==> src/rtl/demux4_tdm_if.sv <==
// demux4_tdm_if -- bundle of the time-multiplexed input stream and the four
// demultiplexed channel outputs of demux4_tdm.
//   master : source side. Drives din/valid/sof and observes the channel outputs.
//   slave  : the demultiplexer. Receives din/valid/sof and drives ch0..ch3,
//            sel, frame_done and err.
// Parameter W is the width of each data word and channel register.
interface demux4_tdm_if #(
  parameter int W = 4
);
  logic [W-1:0] din;
  logic         valid;
  logic         sof;
  logic [W-1:0] ch0;
  logic [W-1:0] ch1;
  logic [W-1:0] ch2;
  logic [W-1:0] ch3;
  logic [1:0]   sel;
  logic         frame_done;
  logic         err;

  modport master (
    output din, valid, sof,
    input  ch0, ch1, ch2, ch3, sel, frame_done, err
  );

  modport slave (
    input  din, valid, sof,
    output ch0, ch1, ch2, ch3, sel, frame_done, err
  );
endinterface

==> src/rtl/demux4_tdm.sv <==
// demux4_tdm -- four-slot time-division demultiplexer.
// Words arriving on bus.din with bus.valid are distributed to ch0..ch3 in
// frame order; bus.sof marks the slot-0 word of each frame.
// Ports:
//   clk    : rising-edge clock
//   rst_n  : asynchronous active-low reset (clears state, channels, pulses)
//   bus    : demux4_tdm_if.slave
//            din/valid/sof in; ch0..ch3, sel, frame_done, err out.
//            sel        : slot the next accepted word will be written to
//            frame_done : one-cycle pulse after the slot-3 word is accepted
//            err        : one-cycle pulse after an early SOF abandons a frame
// Build option:
//   DEMUX4_TDM_HOLD_EN defined -> hold mode: words collect in a shadow buffer
//   and all four channels update together when the slot-3 word arrives.
//   Undefined (default)        -> direct mode: each word writes its channel
//   register as soon as it is accepted.
module demux4_tdm #(
  parameter int W = 4
) (
  input  logic             clk,
  input  logic             rst_n,
  demux4_tdm_if.slave      bus
);

  localparam logic [0:0] IDLE = 1'b0;
  localparam logic [0:0] RECV = 1'b1;

  logic [0:0]   state;
  logic [1:0]   sel;
  logic         frame_done;
  logic         err;
  logic [W-1:0] ch [4];

  logic         wr_en;
  logic [1:0]   wr_slot;
  logic         last;

  // A word is stored if it starts a frame or continues one; SOF always
  // restarts at slot 0, even mid-frame.
  assign wr_en   = bus.valid && (bus.sof || (state == RECV));
  assign wr_slot = bus.sof ? 2'd0 : sel;
  assign last    = bus.valid && !bus.sof && (state == RECV) && (sel == 2'd3);

  always_ff @(posedge clk or negedge rst_n) begin
    if (!rst_n) begin
      state      <= IDLE;
      sel        <= 2'd0;
      frame_done <= 1'b0;
      err        <= 1'b0;
    end else begin
      frame_done <= 1'b0;
      err        <= 1'b0;
      if (bus.valid) begin
        if (bus.sof) begin
          // Early SOF abandons the partial frame without a frame_done.
          err   <= (state == RECV);
          state <= RECV;
          sel   <= 2'd1;
        end else if (state == RECV) begin
          if (last) begin
            state      <= IDLE;
            sel        <= 2'd0;
            frame_done <= 1'b1;
          end else begin
            sel <= sel + 2'd1;
          end
        end
      end
    end
  end

`ifdef DEMUX4_TDM_HOLD_EN
  logic [W-1:0] shadow [4];

  // Only slots 0..2 are read back from the shadow; the slot-3 word goes
  // straight to ch[3] on the same edge, so an abandoned frame never escapes.
  always_ff @(posedge clk or negedge rst_n) begin
    if (!rst_n) begin
      for (int i = 0; i < 4; i++) begin
        shadow[i] <= '0;
        ch[i]     <= '0;
      end
    end else begin
      if (wr_en) begin
        shadow[wr_slot] <= bus.din;
      end
      if (last) begin
        ch[0] <= shadow[0];
        ch[1] <= shadow[1];
        ch[2] <= shadow[2];
        ch[3] <= bus.din;
      end
    end
  end
`else
  always_ff @(posedge clk or negedge rst_n) begin
    if (!rst_n) begin
      for (int i = 0; i < 4; i++) begin
        ch[i] <= '0;
      end
    end else if (wr_en) begin
      ch[wr_slot] <= bus.din;
    end
  end
`endif

  assign bus.ch0        = ch[0];
  assign bus.ch1        = ch[1];
  assign bus.ch2        = ch[2];
  assign bus.ch3        = ch[3];
  assign bus.sel        = sel;
  assign bus.frame_done = frame_done;
  assign bus.err        = err;

endmodule

==> src/flat_wrapper.sv <==
// flat-port wrapper written by rule: the top's interface ports become plain ports
module demux4_tdm_flat 
#(
  parameter int W = 4
)
  (clk, rst_n, bus_din, bus_valid, bus_sof, bus_ch0, bus_ch1, bus_ch2, bus_ch3, bus_sel, bus_frame_done, bus_err);
  demux4_tdm_if #(.W(W)) bus_i ();
  input  logic clk;
  input  logic rst_n;
  input wire logic [$bits(bus_i.din)-1:0] bus_din;
  input wire logic [$bits(bus_i.valid)-1:0] bus_valid;
  input wire logic [$bits(bus_i.sof)-1:0] bus_sof;
  output wire logic [$bits(bus_i.ch0)-1:0] bus_ch0;
  output wire logic [$bits(bus_i.ch1)-1:0] bus_ch1;
  output wire logic [$bits(bus_i.ch2)-1:0] bus_ch2;
  output wire logic [$bits(bus_i.ch3)-1:0] bus_ch3;
  output wire logic [$bits(bus_i.sel)-1:0] bus_sel;
  output wire logic [$bits(bus_i.frame_done)-1:0] bus_frame_done;
  output wire logic [$bits(bus_i.err)-1:0] bus_err;
  assign bus_i.din = bus_din;
  assign bus_i.valid = bus_valid;
  assign bus_i.sof = bus_sof;
  assign bus_ch0 = bus_i.ch0;
  assign bus_ch1 = bus_i.ch1;
  assign bus_ch2 = bus_i.ch2;
  assign bus_ch3 = bus_i.ch3;
  assign bus_sel = bus_i.sel;
  assign bus_frame_done = bus_i.frame_done;
  assign bus_err = bus_i.err;
  demux4_tdm #(.W(W)) u_core (.clk(clk), .rst_n(rst_n), .bus(bus_i));
endmodule
==> config.mk <==
export PLATFORM = sky130hd
export DESIGN_NAME = demux4_tdm_flat
export DESIGN_NICKNAME = d
export VERILOG_FILES = /design/src/rtl/demux4_tdm_if.sv /design/src/rtl/demux4_tdm.sv /design/src/flat_wrapper.sv
export SDC_FILE = /design/constraint.sdc
export NUM_CORES = 1
export LEC_CHECK = 0
export ABC_AREA = 1
export BUFFER_PORTS_ARGS = -buffer_cell sky130_fd_sc_hd__buf_4
export CAP_MARGIN = 20
export CORE_MARGIN = 1.5
export CORE_UTILIZATION = 51
export CTS_BUF_LIST = sky130_fd_sc_hd__clkbuf_2
export DETAILED_ROUTE_END_ITERATION = 6
export PLACE_DENSITY = 0.8
export SYNTH_ARGS = -nofsm -noshare
export SYNTH_HDL_FRONTEND = slang
export SYNTH_SLANG_ARGS = --single-unit
==> constraint.sdc <==
create_clock -name clk -period 1.3 [get_ports clk]
set_input_delay 0.195 -clock clk [delete_from_list [all_inputs] [get_ports clk]]
set_output_delay 0.195 -clock clk [all_outputs]
set_load 0.01 [all_outputs]
==> run_results.csv, run 1 <==
group,metric,value,unit
global_route,grt-busiest-layer,"met2",
sta,maxSlewHeadroom,81.7,%
worst_setup_path,crit_type,"flip-flop to flip-flop",
synth,yosysTopAreaCell,"dfrtp_1",
layout,drive_above_1_share,27.1,%
global_route,use_met3,4.80,%
sta,fin_skew,0.00498,ns
clock_network,cts_buffers,3,
sta,hold_viol_final,0,
worst_setup_path,crit_chain,"nand2_1 -> nand3_1 -> nand2_1 -> nand2_1",
placed_design,place_ws,0.0397,ns
synth,ys_seq_area_share,58.8,%
placed_design,hpwlAfterDp,1450,um
placed_design,port_buffers,27,
worst_setup_path,rr_endpoint,"u_core.bus.ch0[1]",
worst_setup_path,slowest_stage,"dfrtp_1",
job,maxCapViolCount,0,
global_route,grt_overflow_total,0,
layout,insertedDiodeCount,0,
global_route,track_usage,21.4,%
worst_setup_path,path_buf_inv,0,
layout,fin_nets,143,
floorplan,initial_core_util,56.7,%
detailed_routing,final_antenna_net_count,0,
worst_setup_path,path_max_fanout,7,
clock_network,cts_tree,"done",
detailed_routing,vias,805,
worst_hold_path,hold_path_end,"u_core.bus.ch2[1]",
clock_network,clockRootBuffer,"clkbuf_2",
sta,final.setup.worst_slack,0.0741,ns
layout,design_area,1150,um2
floorplan,core,1580,um2
sta,worst_pin_slew,0.275,ns
layout,final_cell_mix,"nand2_1 (40), buf_4 (29), dfrtp_1 (21)",
layout,layout_commonest_cell,"nand2_1",
clock_network,clock_latency,0.31,ns
detailed_routing,wl,1910,um
placed_design,gp_congestion,0.798,
clock_network,cts.path.max_buffers,2,
worst_setup_path,worstPathRequired,1.53,ns
worst_setup_path,reg2regPathDepth,4,
layout,stdcell_count,149,
layout,utilization,72.8,%
detailed_routing,drt_iter0_drc,19,
synth,synth_nets,110,
detailed_routing,first_pass_iters,5,
global_route,grt_pass1_vias,729,
power,p_leak,0.654,nW
layout,area_growth,28.4,%
worst_setup_path,timing.rr.start,"u_core.bus.sel[0]",
sta,drv_slew,0,
worst_hold_path,hold_path_depth,3,
synth,synth.area.top_cells,"dfrtp_1 (59%), nand2_1 (17%), nand3_1 (10%), nand4_1 (3.5%), inv_1 (2.1%)",
worst_hold_path,hp-class,"input port to flip-flop",
status,status,"completed",
synth,synth_warnings,0,
clock_network,cts_max_level,1,
synth,synth_top_area_share,58.8,%
global_route,grt_max_degree,22,
sta,min_period,1.23,ns
synth,syn_inst,101,
worst_setup_path,cp-end-kind,"flip-flop",
worst_setup_path,cp.arrival,1.45,ns
detailed_routing,wire_per_inst,12.8,um
sta,setup_violations,0,
floorplan,die_y,44.9,um
sta,post-route-period-util,94.3,%
clock_network,clk_pin_slew,0.18,ns
global_route,use_met1,27.6,%
sta,tns,0,ns
worst_setup_path,rrSetupSlack,0.07,ns
placed_design,place_inst,144,
synth,syn_area,893,um2
sta,timing.fmax,0.816,GHz
worst_setup_path,crit_family,"simple AND/OR/NAND/NOR gates",
detailed_routing,drc,0,
floorplan,io_pins,28,
worst_setup_path,max_stage_delay,0.52,ns
floorplan,rows,14,
power,p_per_area,2120,nW/um2
placed_design,place_area,1110,um2
floorplan,dieArea,2010,um2
clock_network,clock-sinks,21,
detailed_routing,vias_per_cell,5.40,
worst_setup_path,crit_top_cell,"nand2_1",
worst_setup_path,worstSetupStartpointType,"flip-flop",
synth,yosys_register_bits,21,
synth,postSynthAreaPerCell,8.85,um2
global_route,grt_pass1_wl,3090,um
global_route,antenna_found_initial,0,
global_route,use_met2,35.4,%
floorplan,die_x,44.9,um
synth,synthDistinctLibCells,13,
worst_hold_path,worstHoldStart,"bus_din[1]",
power,vdd_ir_drop_max,1.20,mV
-- worst min-delay path, stage by stage --
cell,delay [ns]
buf_4,0.11
nand3_1,0.07
nand2_1,0.06
-- flip-flops by register name, indices dropped and copies added, names as in the netlist --
name,count
u_core.bus.ch0,4
u_core.bus.ch1,4
u_core.bus.ch2,4
u_core.bus.ch3,4
u_core.bus.err,1
u_core.bus.frame_done,1
u_core.bus.sel,2
u_core.state,1
-- layer usage --
layer  share of wire, %  up-vias
met1                 44      387
met2                 50       22
li1                   -      393
met3                4.7        3
met4               0.89        0
met5                  0        -
-- cells in the mapped netlist --
cell type / count
buf_4: 1
buf_6: 1
dfrtp_1: 21
ha_1: 1
inv_1: 5
nand2_1: 40
nand2_2: 1
nand3_1: 18
nand3_2: 1
nand4_1: 5
nor2_1: 5
nor2_2: 1
o21ai_0: 1
-- timing repair --
item	CTS	global route
hold endpoints to repair	21	0
resized for setup	0	1
buffers inserted	0	0
endpoints found under the setup margin	0	16
hold buffers	1	0
-- where the power goes --
| part | internal [mW] | total (mW) | leakage [nW] | switching [mW] |
|---|---|---|---|---|
| clock network | 0.0815 | 0.268 | 0.0166 | 0.186 |
| logic | 0.498 | 1.05 | 0.377 | 0.556 |
| registers | 0.921 | 1.10 | 0.261 | 0.184 |
| total | 1.50 | 2.43 | 0.654 | 0.926 |
-- stage by stage --
stage | hold WS, ns | total power, mW
floorplan | -0.101 | 1.64
global placement | 0.0837 | 2.13
detailed placement | 0.0909 | 2.17
CTS | 0.133 | 2.44
global route | 0.129 | 2.62
finish | 0.141 | 2.43
-- final cells by class --
type                    instances  area [um2]
repair buffers                 30         228
fillers                       137         429
well taps                      16        20.0
flip-flops and latches         21         526
inverters                       5        18.8
clock buffers                   4        20.0
multi-input cells              73         335
-- cells by family (layout without fill, tap and decap cells) --
group / Yosys count / count (layout) / synth area share (%)
and+or+nand+nor: 71 / 71 / 35.0
DFF: 21 / 21 / 58.8
buffers and inverters: 7 / 39 / 4.20
adders and majority gates: 1 / 1 / 1.40
AOI/OAI and AO/OA: 1 / 1 / 0.560
-- worst max-delay path by stage --
| stage | from | endpoint | cells after the start |
|---|---|---|---|
| 4_1_cts | u_core.state | u_core.bus.ch0[1] | 5 |
| 3_3_place_gp | u_core.state | u_core.bus.ch1[2] | 5 |
| 6_report | u_core.bus.sel[0] | u_core.bus.ch0[1] | 4 |
| 3_5_place_dp | u_core.state | u_core.bus.ch0[1] | 5 |
| 2_1_floorplan | u_core.bus.sel[0] | u_core.bus.ch0[0] | 4 |
| 5_1_grt | u_core.bus.sel[0] | u_core.bus.ch0[1] | 4 |
Power figures use the tool's default switching activity.
==> run 2, diff against run 1 <==
Settings changed: CORE_UTILIZATION 51 to 48, CTS_BUF_LIST sky130_fd_sc_hd__clkbuf_2 to sky130_fd_sc_hd__clkbuf_4 sky130_fd_sc_hd__clkbuf_8 sky130_fd_sc_hd__clkbuf_16, PLACE_DENSITY 0.8 to 0.76.
==> run 2 against run 1 <==
Net effect: sequential power about the same; final cell count grew 5.4%; core utilization fell by 6.3 points; critical endpoint is now bus_sel[0]; critical path type is now flip-flop to primary output.
==> run_results.csv, run 2 (synthesis gave the netlist of run 1 again) <==
group,metric,value,unit
status,status,"completed",
worst_setup_path,path_max_fanout,7,
sta,worst_pin_slew,0.264,ns
layout,fin_nets,142,
placed_design,place_inst,152,
global_route,grt_pass1_wl,3080,um
layout,utilization,66.5,%
sta,timing.fmax,0.867,GHz
detailed_routing,first_pass_iters,4,
clock_network,cts_buffers,3,
worst_setup_path,crit_family,"flip-flops",
layout,final_cell_mix,"nand2_1 (40), buf_4 (28), dfrtp_1 (21)",
global_route,use_met1,27.6,%
worst_setup_path,crit_chain,"buf_4",
floorplan,die_x,46.1,um
layout,drive_above_1_share,26.5,%
worst_setup_path,slowest_stage,"dfrtp_1",
global_route,use_met2,31.1,%
sta,drv_slew,0,
layout,stdcell_count,157,
power,p_leak,0.651,nW
clock_network,cts_tree,"done",
placed_design,hpwlAfterDp,1410,um
sta,post-route-period-util,88.7,%
clock_network,clockRootBuffer,"clkbuf_4",
global_route,grt_pass1_vias,688,
global_route,track_usage,20.1,%
floorplan,rows,15,
global_route,antenna_found_initial,0,
global_route,grt_max_degree,22,
detailed_routing,wire_per_inst,12.0,um
detailed_routing,drc,0,
placed_design,port_buffers,27,
clock_network,post_cts_buffers,0,
sta,min_period,1.15,ns
sta,fin_hold_ws,0.174,ns
worst_setup_path,cp-end-kind,"primary output",
job,maxCapViolCount,0,
worst_hold_path,hp-class,"input port to flip-flop",
power,vdd_ir_drop_max,1.16,mV
floorplan,io_pins,28,
worst_setup_path,max_stage_delay,0.50,ns
placed_design,place_area,1120,um2
layout,regArea,526,um2
clock_network,cts_max_level,1,
layout,design_area,1160,um2
clock_network,clock_latency,0.29,ns
clock_network,cts.path.max_buffers,2,
detailed_routing,vias_per_cell,4.89,
layout,insertedDiodeCount,0,
detailed_routing,wl,1880,um
layout,layout_commonest_cell,"nand2_1",
layout,area_growth,30.0,%
power,p_per_area,2130,nW/um2
placed_design,gp_congestion,0.788,
floorplan,initial_core_util,51.2,%
worst_setup_path,cp.arrival,0.96,ns
worst_setup_path,crit_type,"flip-flop to primary output",
sta,tns,0,ns
clock_network,clk_pin_slew,0.11,ns
clock_network,clock-sinks,21,
global_route,grt-busiest-layer,"met2",
worst_setup_path,path_buf_inv,1,
global_route,use_met3,3.92,%
floorplan,dieArea,2130,um2
detailed_routing,drt_iter0_drc,16,
sta,setup_violations,0,
sta,fin_skew,0.00720,ns
worst_setup_path,worstSetupStartpointType,"flip-flop",
floorplan,die_y,46.1,um
sta,hold_viol_final,0,
floorplan,core,1750,um2
detailed_routing,vias,767,
sta,maxSlewHeadroom,82.4,%
worst_setup_path,worstPathRequired,1.11,ns
sta,rsz0062_at_grt,"false",
layout,n_fill_cell,166,
detailed_routing,final_antenna_net_count,0,
global_route,grt_overflow_total,0,
layout,multi_input_area,335,um2
==> run 2: cell count changes in the layout (fill, tap and decap cells not counted) <==
| cell | delta |
|---|---|
| clkbuf_2 | -4 |
| buf_4 | -1 |
| clkbuf_4 | +4 |
==> run 2: repair_timing <==
action                                  CTS  global route
resized for setup                         0             1
endpoints found under the hold margin    21             0
hold buffers                              1             0
endpoints found under the setup margin    0            16
==> run 2: layer usage <==
layer,wire (um),up-vias
li1,-,391
met1,872,345
met2,887,27
met3,92,4
met4,25,0
met5,0,-
==> run 2: power breakdown <==
group / total, mW / switching, mW / internal, mW
clock network: 0.321 / 0.181 / 0.140
registers: 1.11 / 0.182 / 0.923
logic: 1.05 / 0.551 / 0.497
==> run 2: metrics by stage <==
stage	total power, mW	setup slack [ns]
after global placement	2.13	0.171
after global routing	2.70	0.0236
final	2.47	0.147
after CTS	2.49	0.0959
after floorplan	1.64	0.266
after detailed placement	2.17	0.123
==> run 2: cell type report <==
| class | instances | share of cell area (%) |
|---|---|---|
| flip-flops and latches | 21 | 45.3 |
| inverters | 5 | 1.62 |
| clock buffers | 4 | 2.59 |
| repair buffers | 29 | 19.0 |
| multi-input cells | 73 | 28.9 |
| well taps | 25 | 2.69 |
==> run 2: worst paths after layout <==
| path | startpoint | to | slack [ns] | cells past startpoint |
|---|---|---|---|---|
| worst max-delay path | u_core.bus.sel[0] | bus_sel[0] | 0.15 | 1 |
| worst min-delay path | bus_din[0] | u_core.bus.ch2[0] | 0.17 | 3 |
| worst max register to register | u_core.bus.sel[0] | u_core.bus.ch0[1] | 0.15 | 4 |
| worst min register to register | u_core.bus.ch0[0] | u_core.bus.ch0[0] | 0.48 | 2 |
| max in group asynchronous | rst_n | u_core.bus.err | 0.78 | 2 |
| min in group asynchronous | rst_n | u_core.bus.ch0[2] | 0.31 | 2 |
